--- config.mk ---
export PLATFORM = sky130hd
export DESIGN_NAME = fp32_pipe_mul_flat
export DESIGN_NICKNAME = d
export VERILOG_FILES = /design/src/rtl/fp32_pipe_mul_if.sv /design/src/rtl/fp32_pipe_mul.sv /design/src/flat_wrapper.sv
export SDC_FILE = /design/constraint.sdc
export NUM_CORES = 2
export LEC_CHECK = 0
export BUFFER_PORTS_ARGS = -buffer_cell sky130_fd_sc_hd__buf_4
export CAP_MARGIN = 10
export CORE_UTILIZATION = 55
export DETAILED_ROUTE_END_ITERATION = 8
export MAX_ROUTING_LAYER = met4
export PLACE_DENSITY = 0.71
export SKIP_CTS_REPAIR_TIMING = 1
export SLEW_MARGIN = 20
export SYNTH_ARGS = -nofsm -noshare
export SYNTH_HDL_FRONTEND = slang
export SYNTH_SLANG_ARGS = --single-unit
--- constraint.sdc ---
create_clock -name clk -period 6.44 [get_ports clk]
set_input_delay 0.322 -clock clk [delete_from_list [all_inputs] [get_ports clk]]
set_output_delay 0.322 -clock clk [all_outputs]
set_load 0.05 [all_outputs]
--- src/rtl/fp32_pipe_mul_if.sv ---
// Operand/result bundle for the FP32 pipelined multiplier.
// The bench (master) drives a and b; the multiplier (slave) returns out.
interface fp32_pipe_mul_if;
  localparam int unsigned WORD_W = 32;

  logic [WORD_W-1:0] a;
  logic [WORD_W-1:0] b;
  logic [WORD_W-1:0] out;

  modport master (output a, output b, input out);
  modport slave  (input a, input b, output out);
endinterface

--- src/rtl/fp32_pipe_mul.sv ---
// fp32_pipe_mul: free-running FP32 multiplier, 11-cycle latency, 1 result/clock.
// The mantissa is truncated and the exponent wraps modulo 256.
// Build option FP32_MUL_SPECIAL_CASES_EN adds the NaN > Inf > zero output
// overrides. These are evaluated on raw operand words that travel alongside
// the data. Without the option the raw words are not carried at all.
module fp32_pipe_mul (
  input  logic           clk,
  input  logic           reset,
  fp32_pipe_mul_if.slave bus
);

  localparam int unsigned WORD_W     = 32;
  localparam int unsigned EXP_W      = 8;
  localparam int unsigned MAN_W      = 23;
  localparam int unsigned SIG_W      = MAN_W + 1;
  localparam int unsigned PROD_W     = 2 * SIG_W;
  localparam int unsigned MUL_STAGES = 8;
  localparam int unsigned CHUNK_W    = SIG_W / MUL_STAGES;
  localparam int unsigned PP_W       = SIG_W + CHUNK_W;
  localparam int unsigned ESUM_W     = EXP_W + 2;

  // Stage 1: split fields of both operands.
  logic             sa_q, sa_d, sb_q, sb_d;
  logic [EXP_W-1:0] ea1_q, ea1_d, eb1_q, eb1_d;
  logic [MAN_W-1:0] ma1_q, ma1_d, mb1_q, mb1_d;

  // Multiplier pipe: index 0 is stage 2, index k is after k partial-product steps.
  logic [PROD_W-1:0] acc_q  [MUL_STAGES+1];
  logic [PROD_W-1:0] acc_d  [MUL_STAGES+1];
  logic              sign_q [MUL_STAGES+1];
  logic              sign_d [MUL_STAGES+1];
  logic [EXP_W-1:0]  ea_q   [MUL_STAGES+1];
  logic [EXP_W-1:0]  ea_d   [MUL_STAGES+1];
  logic [EXP_W-1:0]  eb_q   [MUL_STAGES+1];
  logic [EXP_W-1:0]  eb_d   [MUL_STAGES+1];
  logic [SIG_W-1:0]  siga_q [MUL_STAGES];
  logic [SIG_W-1:0]  siga_d [MUL_STAGES];
  logic [SIG_W-1:0]  sigb_q [MUL_STAGES];
  logic [SIG_W-1:0]  sigb_d [MUL_STAGES];

  // Final stage: normalised result fields.
  logic             sign_f_q, sign_f_d;
  logic [EXP_W-1:0] exp_f_q, exp_f_d;
  logic [MAN_W-1:0] man_f_q, man_f_d;
  logic [ESUM_W-1:0] exp_sum;

`ifdef FP32_MUL_SPECIAL_CASES_EN
  logic [WORD_W-1:0] rawa1_q, rawa1_d, rawb1_q, rawb1_d;
  logic [WORD_W-1:0] rawa_q [MUL_STAGES+1];
  logic [WORD_W-1:0] rawa_d [MUL_STAGES+1];
  logic [WORD_W-1:0] rawb_q [MUL_STAGES+1];
  logic [WORD_W-1:0] rawb_d [MUL_STAGES+1];
  logic [WORD_W-1:0] rawa_f_q, rawa_f_d, rawb_f_q, rawb_f_d;
`endif

  // Next-state for every pipeline stage; one 3-bit multiplier chunk per multiply step.
  always_comb begin
    sa_d  = bus.a[WORD_W-1];
    sb_d  = bus.b[WORD_W-1];
    ea1_d = bus.a[MAN_W +: EXP_W];
    eb1_d = bus.b[MAN_W +: EXP_W];
    ma1_d = bus.a[MAN_W-1:0];
    mb1_d = bus.b[MAN_W-1:0];

    acc_d[0]  = '0;
    sign_d[0] = sa_q ^ sb_q;
    ea_d[0]   = ea1_q;
    eb_d[0]   = eb1_q;
    siga_d[0] = {|ea1_q, ma1_q};
    sigb_d[0] = {|eb1_q, mb1_q};

    for (int j = 1; j <= MUL_STAGES; j++) begin
      acc_d[j]  = acc_q[j-1] +
                  (PROD_W'(PP_W'(siga_q[j-1]) *
                           PP_W'(sigb_q[j-1][CHUNK_W*(j-1) +: CHUNK_W]))
                   << (CHUNK_W*(j-1)));
      sign_d[j] = sign_q[j-1];
      ea_d[j]   = ea_q[j-1];
      eb_d[j]   = eb_q[j-1];
    end
    for (int j = 1; j < MUL_STAGES; j++) begin
      siga_d[j] = siga_q[j-1];
      sigb_d[j] = sigb_q[j-1];
    end

    // Normalise on product bit 47, truncating the mantissa.
    exp_sum  = ESUM_W'(ea_q[MUL_STAGES]) + ESUM_W'(eb_q[MUL_STAGES]);
    sign_f_d = sign_q[MUL_STAGES];
    if (acc_q[MUL_STAGES][PROD_W-1]) begin
      exp_f_d = EXP_W'(exp_sum - ESUM_W'(126));
      man_f_d = acc_q[MUL_STAGES][PROD_W-2 -: MAN_W];
    end else begin
      exp_f_d = EXP_W'(exp_sum - ESUM_W'(127));
      man_f_d = acc_q[MUL_STAGES][PROD_W-3 -: MAN_W];
    end

`ifdef FP32_MUL_SPECIAL_CASES_EN
    rawa1_d   = bus.a;
    rawb1_d   = bus.b;
    rawa_d[0] = rawa1_q;
    rawb_d[0] = rawb1_q;
    for (int j = 1; j <= MUL_STAGES; j++) begin
      rawa_d[j] = rawa_q[j-1];
      rawb_d[j] = rawb_q[j-1];
    end
    rawa_f_d = rawa_q[MUL_STAGES];
    rawb_f_d = rawb_q[MUL_STAGES];
`endif
  end

  // Pipeline registers with synchronous clear.
  always_ff @(posedge clk) begin
    if (reset) begin
      sa_q  <= 1'b0;
      sb_q  <= 1'b0;
      ea1_q <= '0;
      eb1_q <= '0;
      ma1_q <= '0;
      mb1_q <= '0;
      for (int j = 0; j <= MUL_STAGES; j++) begin
        acc_q[j]  <= '0;
        sign_q[j] <= 1'b0;
        ea_q[j]   <= '0;
        eb_q[j]   <= '0;
      end
      for (int j = 0; j < MUL_STAGES; j++) begin
        siga_q[j] <= '0;
        sigb_q[j] <= '0;
      end
      sign_f_q <= 1'b0;
      exp_f_q  <= '0;
      man_f_q  <= '0;
`ifdef FP32_MUL_SPECIAL_CASES_EN
      rawa1_q <= '0;
      rawb1_q <= '0;
      for (int j = 0; j <= MUL_STAGES; j++) begin
        rawa_q[j] <= '0;
        rawb_q[j] <= '0;
      end
      rawa_f_q <= '0;
      rawb_f_q <= '0;
`endif
    end else begin
      sa_q  <= sa_d;
      sb_q  <= sb_d;
      ea1_q <= ea1_d;
      eb1_q <= eb1_d;
      ma1_q <= ma1_d;
      mb1_q <= mb1_d;
      for (int j = 0; j <= MUL_STAGES; j++) begin
        acc_q[j]  <= acc_d[j];
        sign_q[j] <= sign_d[j];
        ea_q[j]   <= ea_d[j];
        eb_q[j]   <= eb_d[j];
      end
      for (int j = 0; j < MUL_STAGES; j++) begin
        siga_q[j] <= siga_d[j];
        sigb_q[j] <= sigb_d[j];
      end
      sign_f_q <= sign_f_d;
      exp_f_q  <= exp_f_d;
      man_f_q  <= man_f_d;
`ifdef FP32_MUL_SPECIAL_CASES_EN
      rawa1_q <= rawa1_d;
      rawb1_q <= rawb1_d;
      for (int j = 0; j <= MUL_STAGES; j++) begin
        rawa_q[j] <= rawa_d[j];
        rawb_q[j] <= rawb_d[j];
      end
      rawa_f_q <= rawa_f_d;
      rawb_f_q <= rawb_f_d;
`endif
    end
  end

`ifdef FP32_MUL_SPECIAL_CASES_EN
  logic nan_c, inf_c, zero_c;

  // Output override priority: NaN, then Inf (always positive), then exact +0.
  always_comb begin
    nan_c  = (&rawa_f_q[MAN_W +: EXP_W] && |rawa_f_q[MAN_W-1:0]) ||
             (&rawb_f_q[MAN_W +: EXP_W] && |rawb_f_q[MAN_W-1:0]);
    inf_c  = &rawa_f_q[MAN_W +: EXP_W] || &rawb_f_q[MAN_W +: EXP_W];
    zero_c = (rawa_f_q == '0) || (rawb_f_q == '0);
    if (nan_c) begin
      bus.out = 32'h7F80_0001;
    end else if (inf_c) begin
      bus.out = 32'h7F80_0000;
    end else if (zero_c) begin
      bus.out = '0;
    end else begin
      bus.out = {sign_f_q, exp_f_q, man_f_q};
    end
  end
`else
  assign bus.out = {sign_f_q, exp_f_q, man_f_q};
`endif

endmodule

--- src/flat_wrapper.sv ---
// flat-port wrapper written by rule: the top's interface ports become plain ports
module fp32_pipe_mul_flat 
  (clk, reset, bus_a, bus_b, bus_out);
  fp32_pipe_mul_if bus_i ();
  input  logic clk;
  input  logic reset;
  input wire logic [$bits(bus_i.a)-1:0] bus_a;
  input wire logic [$bits(bus_i.b)-1:0] bus_b;
  output wire logic [$bits(bus_i.out)-1:0] bus_out;
  assign bus_i.a = bus_a;
  assign bus_i.b = bus_b;
  assign bus_out = bus_i.out;
  fp32_pipe_mul u_core (.clk(clk), .reset(reset), .bus(bus_i));
endmodule
==> run summary <==
Walking the worst path, the cells encountered are nand2_1 > fa_1 > inv_1 > ha_1 > inv_1 > fa_1 > nor2b_1 > o21ai_1 > a21boi_1 > o311a_1 > o21ai_0 > nor2b_1 > a31oi_1 > xnor2_1 > ha_1 > or3_1 > a211oi_1 > o21ai_0 > a221o_2 > a21oi_1 > o31ai_1 > a21oi_1 > xor2_1 > nor2_1. Counting every instance in the synthesized netlist gives 4756. Grouping stages by cell kind, the critical path spends the most delay in compound AO/OA/AOI/OAI gates. The most used flip-flop cell after synthesis is sky130_fd_sc_hd__dfxtp_1. For this run, the post-layout net count is 5530. The ratio of final minimum period to clock period is 91.4%.

The maximum clock insertion buffer count is 3. The average detailed-routed wire length per instance came out at 13.8 µm. The flow ran to the end, and the final reports show no timing, DRC or antenna violations. The all-layer global routing usage came out at 21.9%. The max-cap check violation count came out at 0.

The count of buffering cells on the critical path with inverters included is 2. The final count of pins violating max slew came out at 0. Of all nets on the critical path, the largest fanout is 20. The die width came out at 279 µm. Leaving out fill and tap cells, the most frequent cell in the layout is sky130_fd_sc_hd__dfxtp_1. The average footprint of a synthesized cell came out at 8.88 µm². The maximum clock frequency came out at 0.170 GHz. The area of the die is 77900 µm². The sequential-to-total area share from yosys stat is 35.4%.

The time the worst path needs with I/O delays and setup is 5.89 ns. Setup repair after global routing left no endpoint under its margin. The worst supply voltage drop on vdd is 256 µV. TritonCTS built the clock tree. The count of non-filler cells in the finished layout came out at 5989.

The total of buffers placed on input and output ports is 97. The net count after synthesis came out at 5390. Summed over all layers, the routed wires come to 82700 µm. Entering global routing, the biggest net connects 186 pins. The number of antenna violations at the first check in global routing came to 0.

The leakage power came out at 23.0 nW. For this design, the slowest cell found on the critical path is sky130_fd_sc_hd__dfxtp_1. The clock skew after layout is 0.0595 ns. The later pin in the worst-skew pair is clocked with a latency of 0.66 ns. The worst setup path is captured at a flop. The clock buffer count from CTS came out at 79. The placeable core region came out at 75900 µm². The post-route antenna net violation count is 0. The first global-routing pass estimated 139000 µm of wire. The number of cells on the worst reg-to-reg path is 24. In this run the worst setup path begins at u_core.sigb_q[0][189]. The total power density per cell area is 207 nW/µm². The top-level port count came out at 98. The number of hold violations in the final report came to 0.

The worst setup path is of the reg -> reg kind. In the layout the commonest cells are sky130_fd_sc_hd__dfxtp_1, sky130_fd_sc_hd__nand2_1, sky130_fd_sc_hd__nor2b_1. CTS placed an instance of sky130_fd_sc_hd__clkbuf_16 at the clock tree root. The clock sink total is 748.

In this run the critical register-to-register path is launched from u_core.sigb_q[0][189]. The chip height came out at 279 µm. The via count normalized by instance count came out at 5.11. The number of global-route vias before repair came out at 29367. The instance count after placement with tap cells included came out at 5781. The total iterations of the first detailed-routing run is 5. Counting distinct cell types in the post-synthesis netlist gives 78.

The hold path depth is 2. The critical path data arrival time is 6.35 ns. The count of H-tree levels built during CTS is 3. The global route total overflow is 0. The Yosys step of the flow raised 0 warnings. The register bit total from synthesis is 748. The HPWL after detailed placement is 62400 µm. The area of all placed cells without fillers is 47600 µm². Counting buffers and inverters, the worst setup path is 24 cells deep. The stage delay of the slowest cell on the critical path came out at 0.75 ns. The initial utilization of the core area, before any placement, comes to 55.6%. Cells with a size suffix above 1 make up 6.37% of the layout. The post-route DRC violation count is 0.

The final-report setup violation count is 0. Across all layers, the routed design uses 30585 vias. The final standard cell utilization of the core came out at 62.6%.

The final antenna diode count is 0. The design draws 9.86 mW. The worst hold path begins at reset. In this run, the number of DRC markers left after iteration 0 of detailed routing was 1460.

The count of fill cells added during filler insertion is 6426. Data on the critical path is required at its endpoint by 6.90 ns. Adding up every negative setup slack in the final design gives 0 ns. Compared with the post-synthesis result, the final layout area differs by 12.6%. The placed standard-cell area is 44000 µm². In the synthesized netlist the async set-or-reset flop fraction comes to 0%. The worst hold path belongs to the class in -> reg. The relative max-transition margin came out at 35.6%. The worst setup path is launched from a flop. The number of enable flip-flop cells after synthesis is 0. For the pin with the worst max-slew slack, the measured transition is 0.967 ns.

The cell area after synthesis is 42200 µm². The clock slew seen by the registers of the worst setup and hold paths is 0.06 ns. Routability-driven placement finished with a final weighted congestion of 0.899. The placement row count is 101.
-- report_power, final --
group	total [mW]	internal, mW	switching [mW]
clock network	4.86	2.92	1.94
registers	4.74	4.70	0.0414
logic	0.262	0.119	0.144
-- metal layers --
layer / vias up / GRT usage, % / part of all wire [%]
li1: 15813 / - / -
met1: 14194 / 27.4 / 46
met2: 437 / 37.2 / 48
met3: 141 / 2.83 / 3.2
met4: 0 / 5.96 / 2.5
met5: - / - / 0
-- path summary, 6_finish.rpt --
path | to | slack (ns)
max reg2reg | u_core.acc_q[0][429] | 0.55
min reg2reg | u_core.eb_q[0][49] | 0.43
min | u_core.siga_q[0][47] | 0.16
max | u_core.acc_q[0][429] | 0.55
-- logic make-up after synthesis --
group | share of synthesized area (%)
adders and majority gates | 20.1
DFF | 35.4
and+or+nand+nor | 21.2
AOI/OAI and AO/OA | 11.5
muxes | 0.619
xor gates and xnor gates | 6.10
buffers and inverters | 5.01
-- metrics by stage --
step	setup WS (ns)	hold slack, ns
global route	0.0199	0.170
global placement	0.697	0.415
detailed placement	0.605	0.420
floorplan	1.19	0.414
CTS	0.542	-0.168
finish	0.555	0.164
-- layout make-up --
type	instances	area (µm²)	area share (%)
Clock buffer	107	2230	4.69
Timing Repair Buffer	196	1660	3.50
Multi-Input combinational cell	3446	25200	52.9
Inverter	425	1600	3.35
Clock inverter	37	654	1.38
Sequential cell	748	15000	31.5
Tap cell	1030	1290	2.71
-- sequential cells by signal (all words and copies together), names as in the netlist, 23 cells and up --
register,count
u_core.mb1_q,23
u_core.eb_q,72
u_core.acc_q,199
u_core.man_f_q,23
u_core.siga_q,192
u_core.sigb_q,108
u_core.ma1_q,23
u_core.ea_q,72
-- Yosys cell counts (all sizes together), types with 100 or more instances --
cell type	instances	area share [%]
nand2	626	5.6
clkbuf	133	1.2
nor2b	563	8.3
a21o	140	2.5
ha	383	11
fa	185	8.8
xnor2	194	4.0
xor2	100	2.1
o21ai	107	1.3
a21oi	215	2.5
dfxtp	748	35
nor2	334	3.0
inv	425	3.8
Note: power is estimated with default switching activity, not from simulation.
